`src/rtl/i2s_mic_rx.sv`:
```
// i2s_mic_rx: oversampled I2S microphone capture, LINES stereo lines to a one-entry valid/ready frame port.
// Optional build macro I2S_MIC_RX_FRAME_ERR_EN adds slot-length checking and the frame_err pulse.
`default_nettype none

module i2s_mic_rx #(
  parameter int LINES  = 4,
  parameter int DATA_W = 24,
  parameter int SLOT_W = 32
) (
  input  logic                    clk_in,
  input  logic                    rst,
  input  logic                    sck_in,
  input  logic                    ws_in,
  input  logic [LINES-1:0]        sd_in,
  output logic [LINES*DATA_W-1:0] out_data_l,
  output logic [LINES*DATA_W-1:0] out_data_r,
  output logic                    out_valid,
  input  logic                    out_ready,
  output logic                    ovf,
  output logic                    frame_err
);

  localparam int BUS_W = LINES * DATA_W;
  // Counter covers one whole frame so a stuck WS saturates instead of wrapping.
  localparam int CNT_W = $clog2(2 * SLOT_W);
  localparam logic [CNT_W-1:0] CNT_MAX   = CNT_W'(2 * SLOT_W - 1);
  localparam logic [CNT_W-1:0] DATA_LAST = CNT_W'(DATA_W);
  localparam logic [CNT_W-1:0] CNT_ONE   = CNT_W'(1);

  typedef enum logic [1:0] {
    ST_ALIGN = 2'd0,
    ST_LEFT  = 2'd1,
    ST_RIGHT = 2'd2
  } state_e;

  logic [2:0]       sck_sync_q;
  logic [1:0]       ws_sync_q;
  logic [LINES-1:0] sd_meta_q;
  logic [LINES-1:0] sd_sync_q;

  state_e           state_q, state_d;
  logic [CNT_W-1:0] bit_cnt_q, bit_cnt_d;
  logic             ws_prev_q, ws_prev_d;
  logic [BUS_W-1:0] shl_q, shl_d;
  logic [BUS_W-1:0] shr_q, shr_d;
  logic [BUS_W-1:0] out_l_q, out_l_d;
  logic [BUS_W-1:0] out_r_q, out_r_d;
  logic             valid_q, valid_d;
  logic             ovf_q, ovf_d;

  logic             sck_rise;
  logic             ws_s;
  logic             ws_chg;
  logic             ws_fall;
  logic             ws_rise;
  logic [CNT_W-1:0] bit_idx;
  logic             shift_en;
  logic             viol;
  logic             frame_done;
  logic             load;
  logic             drop;

  always_ff @(posedge clk_in) begin
    if (rst) begin
      sck_sync_q <= 3'b000;
      ws_sync_q  <= 2'b00;
      sd_meta_q  <= '0;
      sd_sync_q  <= '0;
    end else begin
      sck_sync_q <= {sck_sync_q[1:0], sck_in};
      ws_sync_q  <= {ws_sync_q[0], ws_in};
      sd_meta_q  <= sd_in;
      sd_sync_q  <= sd_meta_q;
    end
  end

  assign sck_rise = sck_sync_q[1] & ~sck_sync_q[2];
  assign ws_s     = ws_sync_q[1];
  assign ws_chg   = sck_rise & (ws_s != ws_prev_q);
  assign ws_fall  = ws_chg & ~ws_s;
  assign ws_rise  = ws_chg & ws_s;

  // bit_idx is the slot position of the bit sampled at this edge; index 0 is the one-bit WS delay.
  always_comb begin
    bit_idx = bit_cnt_q;
    if (ws_chg) begin
      bit_idx = '0;
    end else if (bit_cnt_q != CNT_MAX) begin
      bit_idx = bit_cnt_q + CNT_ONE;
    end else begin
      bit_idx = CNT_MAX;
    end
  end

  assign shift_en  = sck_rise && (bit_idx >= CNT_ONE) && (bit_idx <= DATA_LAST);
  assign bit_cnt_d = sck_rise ? bit_idx : bit_cnt_q;
  assign ws_prev_d = sck_rise ? ws_s : ws_prev_q;

`ifdef I2S_MIC_RX_FRAME_ERR_EN
  localparam logic [CNT_W-1:0] SLOT_LAST = CNT_W'(SLOT_W - 1);

  logic ferr_q;

  assign viol = (state_q != ST_ALIGN) &&
                ((ws_chg && (bit_cnt_q != SLOT_LAST)) ||
                 (sck_rise && !ws_chg && (bit_cnt_q == CNT_MAX - CNT_ONE)));

  always_ff @(posedge clk_in) begin
    if (rst) begin
      ferr_q <= 1'b0;
    end else begin
      ferr_q <= viol;
    end
  end

  assign frame_err = ferr_q;
`else
  assign viol      = 1'b0;
  assign frame_err = 1'b0;
`endif

  always_comb begin
    state_d    = state_q;
    frame_done = 1'b0;
    case (state_q)
      ST_ALIGN: begin
        if (ws_fall) begin
          state_d = ST_LEFT;
        end else begin
          state_d = ST_ALIGN;
        end
      end
      ST_LEFT: begin
        if (viol) begin
          state_d = ST_ALIGN;
        end else if (ws_rise) begin
          state_d = ST_RIGHT;
        end else begin
          state_d = ST_LEFT;
        end
      end
      ST_RIGHT: begin
        if (viol) begin
          state_d = ST_ALIGN;
        end else if (ws_fall) begin
          state_d    = ST_LEFT;
          frame_done = 1'b1;
        end else begin
          state_d = ST_RIGHT;
        end
      end
      default: begin
        state_d = ST_ALIGN;
      end
    endcase
  end

  // Each line's slot register shifts MSB first; exactly DATA_W shifts per slot replace all old bits.
  always_comb begin
    shl_d = shl_q;
    shr_d = shr_q;
    for (int k = 0; k < LINES; k++) begin
      if (shift_en && (state_q == ST_LEFT)) begin
        shl_d[k*DATA_W +: DATA_W] = {shl_q[k*DATA_W +: DATA_W-1], sd_sync_q[k]};
      end else begin
        shl_d[k*DATA_W +: DATA_W] = shl_q[k*DATA_W +: DATA_W];
      end
      if (shift_en && (state_q == ST_RIGHT)) begin
        shr_d[k*DATA_W +: DATA_W] = {shr_q[k*DATA_W +: DATA_W-1], sd_sync_q[k]};
      end else begin
        shr_d[k*DATA_W +: DATA_W] = shr_q[k*DATA_W +: DATA_W];
      end
    end
  end

  assign load = frame_done && (!valid_q || out_ready);
  assign drop = frame_done && valid_q && !out_ready;

  always_comb begin
    out_l_d = out_l_q;
    out_r_d = out_r_q;
    valid_d = valid_q;
    if (load) begin
      out_l_d = shl_q;
      out_r_d = shr_q;
      valid_d = 1'b1;
    end else if (valid_q && out_ready) begin
      valid_d = 1'b0;
    end else begin
      valid_d = valid_q;
    end
    ovf_d = ovf_q | drop;
  end

  always_ff @(posedge clk_in) begin
    if (rst) begin
      state_q   <= ST_ALIGN;
      bit_cnt_q <= '0;
      ws_prev_q <= 1'b0;
      shl_q     <= '0;
      shr_q     <= '0;
      out_l_q   <= '0;
      out_r_q   <= '0;
      valid_q   <= 1'b0;
      ovf_q     <= 1'b0;
    end else begin
      state_q   <= state_d;
      bit_cnt_q <= bit_cnt_d;
      ws_prev_q <= ws_prev_d;
      shl_q     <= shl_d;
      shr_q     <= shr_d;
      out_l_q   <= out_l_d;
      out_r_q   <= out_r_d;
      valid_q   <= valid_d;
      ovf_q     <= ovf_d;
    end
  end

  assign out_data_l = out_l_q;
  assign out_data_r = out_r_q;
  assign out_valid  = valid_q;
  assign ovf        = ovf_q;

endmodule

`default_nettype wire

```
`config.mk`:
```
export PLATFORM = sky130hd
export DESIGN_NAME = i2s_mic_rx
export DESIGN_NICKNAME = d
export VERILOG_FILES = /design/src/rtl/i2s_mic_rx.sv
export SDC_FILE = /design/constraint.sdc
export NUM_CORES = 1
export LEC_CHECK = 0
export ABC_CLOCK_PERIOD_IN_PS = 2700
export CORE_MARGIN = 3
export CORE_UTILIZATION = 35
export DETAILED_ROUTE_END_ITERATION = 8
export HOLD_SLACK_MARGIN = 0.03
export PLACE_DENSITY_LB_ADDON = 0.2
export SLEW_MARGIN = 15
export SYNTH_ARGS = -nofsm -noshare
export SYNTH_HDL_FRONTEND = slang
export SYNTH_SLANG_ARGS = --single-unit
```
`constraint.sdc`:
```
create_clock -name clk_in -period 2.7 [get_ports clk_in]
set_input_delay 0.405 -clock clk_in [delete_from_list [all_inputs] [get_ports clk_in]]
set_output_delay 0.405 -clock clk_in [all_outputs]
set_load 0.02 [all_outputs]
```
==> flow_summary.toml <==
[global_routing]
grt-ovfl-total = 0
grt_pass1_vias = 10692
grt_pass1_wl_um = 54080
grt_max_degree = 115
antenna_found_initial = 0
grt.total_usage_pct = 14.51

[layout]
utilization_pct = 44.66
multi_input_area_um2 = 6100
syn2layout_area_growth_pct = 25.42
seq_area_um2 = 8168
diodes = 0
nFillCells = 4152
nets = 1760
final_layout_size_suffix_gt1_share_pct = 6.064

[route]
met3_length_um = 1572
highest_layer = "met4"
dr.pass1.iters = 6
vias_per_cell = 4.679
drt-initial-drc-count = 587
wirelength_um = 33420
num_vias = 10856
route.detailed.drc = 0
wl_per_cell_um = 14.41
wl_met2_um = 15230
postRouteAntennaNets = 0
wl_met1_um = 15900

[yosys]
yosysUniqueCellTypes = 30
synth_area_um2 = 15000
synth.area.mux_share_pct = 12.81
syn_nets = 1592
synth-async-reset-ratio_pct = 0
syn_area_per_cell_um2 = 9.484
yosysTopAreaCellShare_pct = 54.44
synthAdderAreaFrac_pct = 0.08339
synth_edf_count = 0
synthFlopType = "dfxtp_1"
yosysWarnings = 0
synth-seq-cells = 408
post-synth-top-area-cell = "dfxtp_1"
synthTopCellsByCount = "dfxtp_1 (408), nand2_1 (397), a21oi_1 (206), nand2b_1 (201), mux2i_1 (192)"
netlist_top_cells_area = "dfxtp_1 (54%), mux2i_1 (13%), nand2_1 (9.9%)"
yosys.area_share.xor_xnor_pct = 0.1751
netlist_instances = 1582
synthSimpleGateAreaFrac_pct = 19.89
yosysMostFrequentCell = "dfxtp_1"
synth-seq-area-share_pct = 54.44
synth_compound_area_share_pct = 7.488
synth_top_family_by_area = "simple AND/OR/NAND/NOR gates"

[pwr]
ir_worst_vdd_v = 0.0004708
power.density_nw_per_um2 = 646.0
p_leak_nw = 6.067

[cts]
root_buffer = "clkbuf_16"
cts_sinks = 408
cts_tree = "yes"
holdBufCountCts = 0
ctsHtreeMaxLevel = 2
insertion_delay_ns = 0.55
cts_inserted_buffers = 45
clkTransAtPathRegs_ns = 0.06
cts_resized = 0
post_cts_buffers = 0
clock_path_buffers = 3

[critical_path]
cp-end-kind = "flip-flop"
worstPathArrival_ns = 2.95
critPathBufInv = 1
cp_max_fo = 25
critical_path.cell_chain = "ha_2 > nand2_1 > o31a_1 > or3_1 > a21oi_2 > and3_4 > buf_12 > mux2i_1"
critPathMaxStageDelay_ns = 0.39
critPathSlowestCell = "or3_1"
crit_required_ns = 3.18
crit_type = "reg2reg"
critical-path-top-delay-family = "simple AND/OR/NAND/NOR gates"
start_kind = "flip-flop"

[timing]
tightest_slew_ns = 0.5695
totalNegativeSetupSlack_ns = 0
rsz0062_at_grt = "false"
layout_min_cycle_time_ns = 2.472
fmax_ghz = 0.4046
drv_slew = 0
finalCritPeriodShare_pct = 91.55
relSlewSlack_pct = 62.04
setup_violations = 0
finClkSkew_ns = 0.008841
hold_violations = 0

[min_path]
min_path_type = "in2reg"

[run_status]
run_status = "complete, no violations"

[die]
die_x_um = 213.1
initial_utilization_pct = 35.61
ios = 204
die_height_um = 213.1
rows = 75
die_area_um2 = 45390
core_um2 = 42130

[place]
place_congestion = 0.7248
hpwl_um = 21430
port_buffers = 202

[flow_run]
drv_cap = 0
[metrics by stage]
| stage | total power, mW | setup WS [ns] | std cells | hold WS, ns | instance area (um2) |
|---|---|---|---|---|---|
| after floorplan | 6.300 | 0.3087 | 1582 | 0.4138 | 15000 |
| after global placement | 6.356 | 0.2277 | 2242 | 0.4256 | 17390 |
| after detailed placement | 6.356 | 0.1775 | 2242 | 0.4241 | 17390 |
| after CTS | 12.38 | 0.1671 | 2320 | 0.2407 | 18820 |
| after global routing | 12.62 | 0.06763 | 2320 | 0.2743 | 18820 |
| final | 12.16 | 0.2282 | 2320 | 0.2726 | 18820 |
[state kept, by name (all words and copies together), names as in the netlist]
signal and cells:
bit_cnt_q 6, ws_prev_q 1, out_valid 1, sd_sync_q 4, shr_q 96, state_q 2
ovf 1, ws_sync_q 2, out_data_r 96, sd_meta_q 4, sck_sync_q 3, out_data_l 96
shl_q 96
[cells in the final DEF (no fill, tap or decap), types with 2 or more instances in the layout]
| master | instances |
|---|---|
| dfxtp_1 | 408 |
| nand2_1 | 396 |
| a21oi_1 | 206 |
| nand2b_1 | 201 |
| clkdlybuf4s50_1 | 201 |
| mux2i_1 | 192 |
| clkbuf_16 | 45 |
| buf_4 | 21 |
| nor2b_1 | 15 |
| buf_12 | 13 |
| clkbuf_1 | 12 |
| nand3_1 | 9 |
| nor2_1 | 8 |
| clkbuf_8 | 7 |
| clkinv_2 | 7 |
| nor3_1 | 4 |
| clkinvlp_4 | 3 |
| bufinv_16 | 3 |
| inv_1 | 2 |
| o311ai_0 | 2 |
| xor2_1 | 2 |
| or3_1 | 2 |
| and3_1 | 2 |
| o31ai_1 | 2 |
| o21ai_0 | 2 |
| and3_4 | 2 |
[final cells by class]
type                            count  share of cell area [%]
Clock inverter                     14                  0.8311
Timing Repair Buffer              236                   12.99
Sequential cell                   408                   43.40
Inverter                            2                 0.03989
Multi-Input combinational cell   1057                   32.41
Clock buffer                       64                   6.735
Tap cell                          539                   3.584
[where the power goes]
group	switching (mW)	internal [mW]	total (mW)
Sequential	0.00368	6.03	6.03
Clock	2.39	3.54	5.93
Combinational	0.106	0.0824	0.188
Total	2.50	9.66	12.2
[path summary, 6_finish.rpt]
path,from,endpoint,slack (ns),cells after the start
max reg2reg,bit_cnt_q[0],shr_q[43],0.23,8
min,rst,out_data_l[74],0.27,2
max,bit_cnt_q[0],shr_q[43],0.23,8
min reg2reg,sck_sync_q[0],sck_sync_q[1],0.43,1
[logic make-up (layout without fill, tap and decap cells)]
family	count (synthesis)	after routing
muxes	192	192
buffers and inverters	117	316
adders and majority gates	1	1
and+or+nand+nor	642	642
xor gates and xnor gates	3	3
AOI/OAI and AO/OA	218	218
other	1	1
DFF	408	408
[routing by layer]
metal	global-route usage, %	vias up
met5	0	-
met4	4.818	0
met3	3.027	43
met2	23.48	184
met1	19.41	5091
li1	-	5538
No activity file was read; power rests on OpenSTA's default activity.
